--- config.mk ---
export PLATFORM = sky130hd
export DESIGN_NAME = crc_frame_feeder
export DESIGN_NICKNAME = d
export VERILOG_FILES = /design/src/rtl/crc_frame_feeder.sv
export SDC_FILE = /design/constraint.sdc
export NUM_CORES = 1
export LEC_CHECK = 0
export CELL_PAD_IN_SITES_DETAIL_PLACEMENT = 0
export CELL_PAD_IN_SITES_GLOBAL_PLACEMENT = 1
export CORE_MARGIN = 5
export CORE_UTILIZATION = 45
export DETAILED_ROUTE_END_ITERATION = 16
export PLACE_DENSITY = 0.89
export SYNTH_ARGS = -nofsm -noshare
export SYNTH_HDL_FRONTEND = slang
export SYNTH_SLANG_ARGS = --single-unit
--- constraint.sdc ---
create_clock -name CLK -period 4.15 [get_ports CLK]
set_input_delay 0.415 -clock CLK [delete_from_list [all_inputs] [get_ports CLK]]
set_output_delay 0.415 -clock CLK [all_outputs]
set_load 0.01 [all_outputs]
--- src/rtl/crc_frame_feeder.sv ---
// Frame front end for the CRC worker: command latch, host FIFO, first/last tagging.
// Define CRC_FEED_TIMEOUT_EN to add a 256-cycle watchdog on the worker done status.
module crc_frame_feeder #(
    parameter int DATA_WIDTH = 32,
    parameter int FIFO_DEPTH = 4,
    parameter int LEN_WIDTH  = 16
) (
    input  logic                  CLK,
    input  logic                  RST,
    input  logic                  CMD_START,
    input  logic [LEN_WIDTH-1:0]  CMD_LEN,
    input  logic                  CMD_POLY,
    output logic                  CMD_BUSY,
    input  logic                  HD_VALID,
    input  logic [DATA_WIDTH-1:0] HD_DATA,
    output logic                  HD_READY,
    output logic                  WK_VALID,
    output logic [DATA_WIDTH-1:0] WK_DATA,
    output logic                  WK_FIRST,
    output logic                  WK_LAST,
    output logic                  WK_POLY,
    input  logic                  WK_READY,
    input  logic                  WK_DONE,
    output logic                  FRM_DONE,
    output logic                  FRM_ERR
);
    localparam int PW = $clog2(FIFO_DEPTH);

    typedef enum logic [1:0] {
        S_IDLE   = 2'd0,
        S_STREAM = 2'd1,
        S_WAIT   = 2'd2
    } state_t;

    state_t r_state;
    state_t w_next;

    logic [DATA_WIDTH-1:0] r_mem [FIFO_DEPTH];
    logic [PW:0]           r_wr_ptr;
    logic [PW:0]           r_rd_ptr;
    logic [LEN_WIDTH-1:0]  r_len;
    logic [LEN_WIDTH-1:0]  r_in_cnt;
    logic [LEN_WIDTH-1:0]  r_out_cnt;
    logic                  r_poly;
    logic                  r_frm_done;
    logic                  r_frm_err;

    logic w_full;
    logic w_empty;
    logic w_push;
    logic w_pop;
    logic w_start_ok;
    logic w_start_bad;
    logic w_timeout;

    assign w_empty = (r_wr_ptr == r_rd_ptr);
    assign w_full  = (r_wr_ptr[PW] != r_rd_ptr[PW]) &&
                     (r_wr_ptr[PW-1:0] == r_rd_ptr[PW-1:0]);
    assign w_push  = HD_VALID && HD_READY;
    assign w_pop   = WK_VALID && WK_READY;

    assign w_start_ok  = CMD_START && (r_state == S_IDLE) &&
                         (CMD_LEN != '0);
    assign w_start_bad = CMD_START && ((r_state != S_IDLE) ||
                         (CMD_LEN == '0));

`ifdef CRC_FEED_TIMEOUT_EN
    logic [7:0] r_wd;

    always_ff @(posedge CLK or posedge RST) begin
        if (RST) begin
            r_wd <= '0;
        end else if (r_state != S_WAIT) begin
            r_wd <= '0;
        end else begin
            r_wd <= r_wd + 8'd1;
        end
    end

    // A done arriving on the final cycle still wins over the timeout
    assign w_timeout = (r_state == S_WAIT) && !WK_DONE && (r_wd == 8'hFF);
`else
    assign w_timeout = 1'b0;
`endif

    always_ff @(posedge CLK or posedge RST) begin
        if (RST) begin
            r_state <= S_IDLE;
        end else begin
            r_state <= w_next;
        end
    end

    always_comb begin
        w_next = r_state;
        unique case (r_state)
            S_IDLE: begin
                if (w_start_ok) begin
                    w_next = S_STREAM;
                end
            end
            S_STREAM: begin
                if (w_pop && WK_LAST) begin
                    w_next = S_WAIT;
                end
            end
            S_WAIT: begin
                if (WK_DONE || w_timeout) begin
                    w_next = S_IDLE;
                end
            end
            default: w_next = S_IDLE;
        endcase
    end

    always_comb begin
        CMD_BUSY = (r_state != S_IDLE);
        HD_READY = 1'b0;
        WK_VALID = 1'b0;
        WK_DATA  = '0;
        WK_FIRST = 1'b0;
        WK_LAST  = 1'b0;
        if (r_state == S_STREAM) begin
            HD_READY = !w_full && (r_in_cnt != r_len);
            WK_VALID = !w_empty;
        end
        if (WK_VALID) begin
            WK_DATA  = r_mem[r_rd_ptr[PW-1:0]];
            WK_FIRST = (r_out_cnt == '0);
            WK_LAST  = (r_out_cnt == r_len - LEN_WIDTH'(1));
        end
    end

    assign WK_POLY  = r_poly;
    assign FRM_DONE = r_frm_done;
    assign FRM_ERR  = r_frm_err;

    // Storage needs no reset: WK_DATA is masked while the FIFO is empty
    always_ff @(posedge CLK) begin
        if (w_push) begin
            r_mem[r_wr_ptr[PW-1:0]] <= HD_DATA;
        end
    end

    always_ff @(posedge CLK or posedge RST) begin
        if (RST) begin
            r_wr_ptr   <= '0;
            r_rd_ptr   <= '0;
            r_len      <= '0;
            r_in_cnt   <= '0;
            r_out_cnt  <= '0;
            r_poly     <= 1'b0;
            r_frm_done <= 1'b0;
            r_frm_err  <= 1'b0;
        end else begin
            r_frm_done <= (r_state == S_WAIT) && WK_DONE;
            if (w_start_ok) begin
                r_len     <= CMD_LEN;
                r_poly    <= CMD_POLY;
                r_wr_ptr  <= '0;
                r_rd_ptr  <= '0;
                r_in_cnt  <= '0;
                r_out_cnt <= '0;
                r_frm_err <= 1'b0;
            end else begin
                if (w_push) begin
                    r_wr_ptr <= r_wr_ptr + (PW+1)'(1);
                    r_in_cnt <= r_in_cnt + LEN_WIDTH'(1);
                end
                if (w_pop) begin
                    r_rd_ptr  <= r_rd_ptr + (PW+1)'(1);
                    r_out_cnt <= r_out_cnt + LEN_WIDTH'(1);
                end
                if (w_start_bad || w_timeout) begin
                    r_frm_err <= 1'b1;
                end
            end
        end
    end
endmodule

==> results.toml <==
[critical_path]
crit_arrival_ps = 3270
path_buf_inv = 2
cp_top_family = "simple AND/OR/NAND/NOR gates"
criticalPathCategory = "flip-flop to output port"
end_kind = "output port"
critPathMaxFanout = 6
slowest_stage = "nor3b_1"
required_ps = 3730
slowest_delay_ps = 580
crit_chain = "inv_1 > ha_1 > nor3b_1 > nand4_1 > xnor2_1 > o211ai_2 > nor3_2 > and3_1 > clkdlybuf4s50_1"
critPathLaunchType = "flip-flop"

[routing]
avgRoutedWirePerCell_um = 18.9
ant_nets = 0
viasPerCell = 5.46
drc = 0
wl_mm = 18.7
vias = 5395
firstDrtPassIters = 5
drt-initial-drc-count = 352

[clock_network]
clock_path_buffers = 2
cts_resized = 0
clk_pin_slew_worst_paths_ps = 70
cts_sinks = 187
holdBufCountCts = 0
cts_setup_buffers = 0
tritoncts = "done"
cts_buffers = 17
htreeDepth = 4
cts-root-buf = "clkbuf_16"
worstSkewPairLatency_ps = 430

[timing]
clock_skew_ps = 10.4
fin_hold_ws_ps = 477
max_freq_ghz = 0.272
drv_slew = 0
tns_ps = 0
period_minus_slack_ps = 3680
finalWorstSetupSlack_ps = 467
tightest_slew_ps = 921
final-hold-violation-count = 0
rsz0062_at_grt = "false"
finalSetupViolations = 0
slew_headroom_pct = 38.5
period_share_pct = 88.7

[finish]
drive_gt1_share_pct = 13.5
fin_nets = 779
num_antenna_cells = 0
synthToLayoutAreaGrowth_pct = 20.5

[floorplan]
die_w_um = 149
initial_utilization_pct = 45.9
pin_count = 95
rows = 50
fp.coreArea_mm2 = 0.0188
die_area_mm2 = 0.0221
die_y_um = 149

[placement]
pre_cts_slack_ps = 959
place.gp.congestion = 0.878
io_buffers = 94
post-dp-hpwl_mm = 12.3

[logic_synthesis]
synth_area_mm2 = 0.00865
synth-main-ff-cell = "edfxtp_1"
synth_top_family_by_area = "simple AND/OR/NAND/NOR gates"
synth-simple-area-share_pct = 14.5
synth-xor-area-share_pct = 5.84
ys_seq_area_share_pct = 61.5
synthArstFlopShare_pct = 31.6
synthCells = 627
avgSynthCellArea_um2 = 13.8
synth.mux.area_fraction_pct = 8.91
syn-num-nets = 691
synth_fa_ha_area_share_pct = 1.30
ys_ff_latch = 187
yosys_warnings = 0
synth_compound_area_share_pct = 4.98
synth_cell_types = 62
synth_edf_count = 128

[hold_path]
hp-class = "flip-flop to flip-flop"

[run_status]
status = "finished clean"

[power]
power.leakage_uw = 0.00383
powerDensity_mw_per_mm2 = 724
ir_drop_mv = 0.459

[grt]
grt_use_total_pct = 17.4
grt_pass1_vias = 5695
antenna_found_initial = 0
grt_overflow = 0
grt_pass1_wl_mm = 30.1
grt_max_degree = 44

[job]
max_cap_viol_count = 0
Yosys cell counts (all sizes together) (2+ instances only):
cell type	number	area share, %
edfxtp	128	44
nand2	61	2.7
dfrtp	59	17
xor2	38	4.0
and2	34	2.5
nor2	33	1.5
mux4	32	8.3
buf	19	1.5
xnor2	18	1.8
clkbuf	17	0.75
a21oi	16	0.93
inv	16	0.69
nor4	16	1.6
nand4	15	1.1
and3	14	1.0
o21ai	13	0.75
nand3	12	0.75
nor3	10	0.64
ha	9	1.3
or3	8	0.58
o31ai	7	0.77
mux2i	5	0.58
o211ai	5	0.49
nand2b	4	0.29
nor3b	4	0.35
or4	4	0.35
a31o	3	0.30
and4	3	0.30
nand3b	3	0.26
a2111oi	2	0.27
a32oi	2	0.20
o2111ai	2	0.20
worst reg2reg max path, stage by stage, from the launching register on:
cell and delay, ps:
dfrtp_1 560, xor2_1 240, nor4_1 310, nand4_1 310
and2_1 300, and3_1 200, buf_4 270
per-stage QoR:
stage / power, uW / instance area, um^2 / util (%) / instances
after floorplan: 4750 / 8650 / - / 627
after global placement: 5900 / 9810 / 52.1 / 956
after detailed placement: 5960 / 9810 / 52.1 / 956
after CTS: 7630 / 10400 / 55.4 / 988
after global routing: 7990 / 10400 / 55.4 / 988
final: 7550 / 10400 / 55.4 / 988
logic make-up after synthesis:
kind of cell / Yosys count
XOR/XNOR: 56
AND/OR/NAND/NOR: 227
multiplexers: 37
AO/OA/AOI/OAI: 59
adder cells (fa/ha/maj): 9
flip-flops: 187
buffers and inverters: 52
state kept, by name, indices dropped and copies added, names as in the netlist:
name,flops
r_state,2
WK_POLY,1
r_mem,128
FRM_DONE,1
r_len,16
r_rd_ptr,3
r_wr_ptr,3
FRM_ERR,1
r_in_cnt,16
r_out_cnt,16
power by group:
group	leakage [uW]	total (uW)	internal (uW)	switching (uW)
Clock	0.000295	1640	823	816
Sequential	0.00193	2820	2450	370
Combinational	0.00160	3090	1540	1550
Total	0.00383	7550	4810	2740
layer usage:
layer / global-route usage [%] / wire length [um]
met3: 5.76 / 1360
met2: 28.3 / 9000
met5: 0 / 0
met4: 4.48 / 148
met1: 22.7 / 8170
cell type report:
cell class	count	area, um^2
Multi-Input combinational cell	388	3080
Inverter	16	60.1
Tap cell	260	325
Sequential cell	187	5320
Clock inverter	15	193
Fill cell	1489	8410
Timing Repair Buffer	105	1020
Clock buffer	17	425
cells in the final DEF, fill, tap and decap left out, types with 3 or more instances in the layout:
cell type,n
a21oi_1,16
and4_1,3
clkinv_8,7
nor3b_1,4
clkdlybuf4s50_1,94
nand3b_1,3
nor2_1,31
nor3_1,9
mux4_2,32
buf_4,11
ha_1,9
nand2_1,60
nand4_1,15
mux2i_1,5
nor4_1,13
o211ai_1,4
inv_8,4
clkbuf_16,17
xor2_1,36
edfxtp_1,128
o31ai_1,6
nand3_1,11
xnor2_1,18
inv_1,14
and3_1,14
nand2b_1,4
dfrtp_1,58
and2_1,34
o21ai_0,13
or3_1,8
or4_1,4
path summary, 6_finish.rpt:
| path | slack, ps | endpoint | startpoint | cells past startpoint |
|---|---|---|---|---|
| min reg2reg | 480 | WK_POLY$_DFFE_PP0P_ | WK_POLY$_DFFE_PP0P_ | 2 |
| max in group asynchronous | 2840 | r_state[0]$_DFFE_PP0P_ | RST | 3 |
| min in group asynchronous | 510 | r_out_cnt[7]$_DFFE_PP0P_ | RST | 2 |
| max | 470 | WK_LAST | r_len[0]$_DFFE_PP0P_ | 9 |
| min | 480 | WK_POLY$_DFFE_PP0P_ | WK_POLY$_DFFE_PP0P_ | 2 |
| max reg2reg | 1630 | r_mem[1][0]$_DFFE_PP_ | r_len[11]$_DFFE_PP0P_ | 6 |
Power figures use the tool's default switching activity.
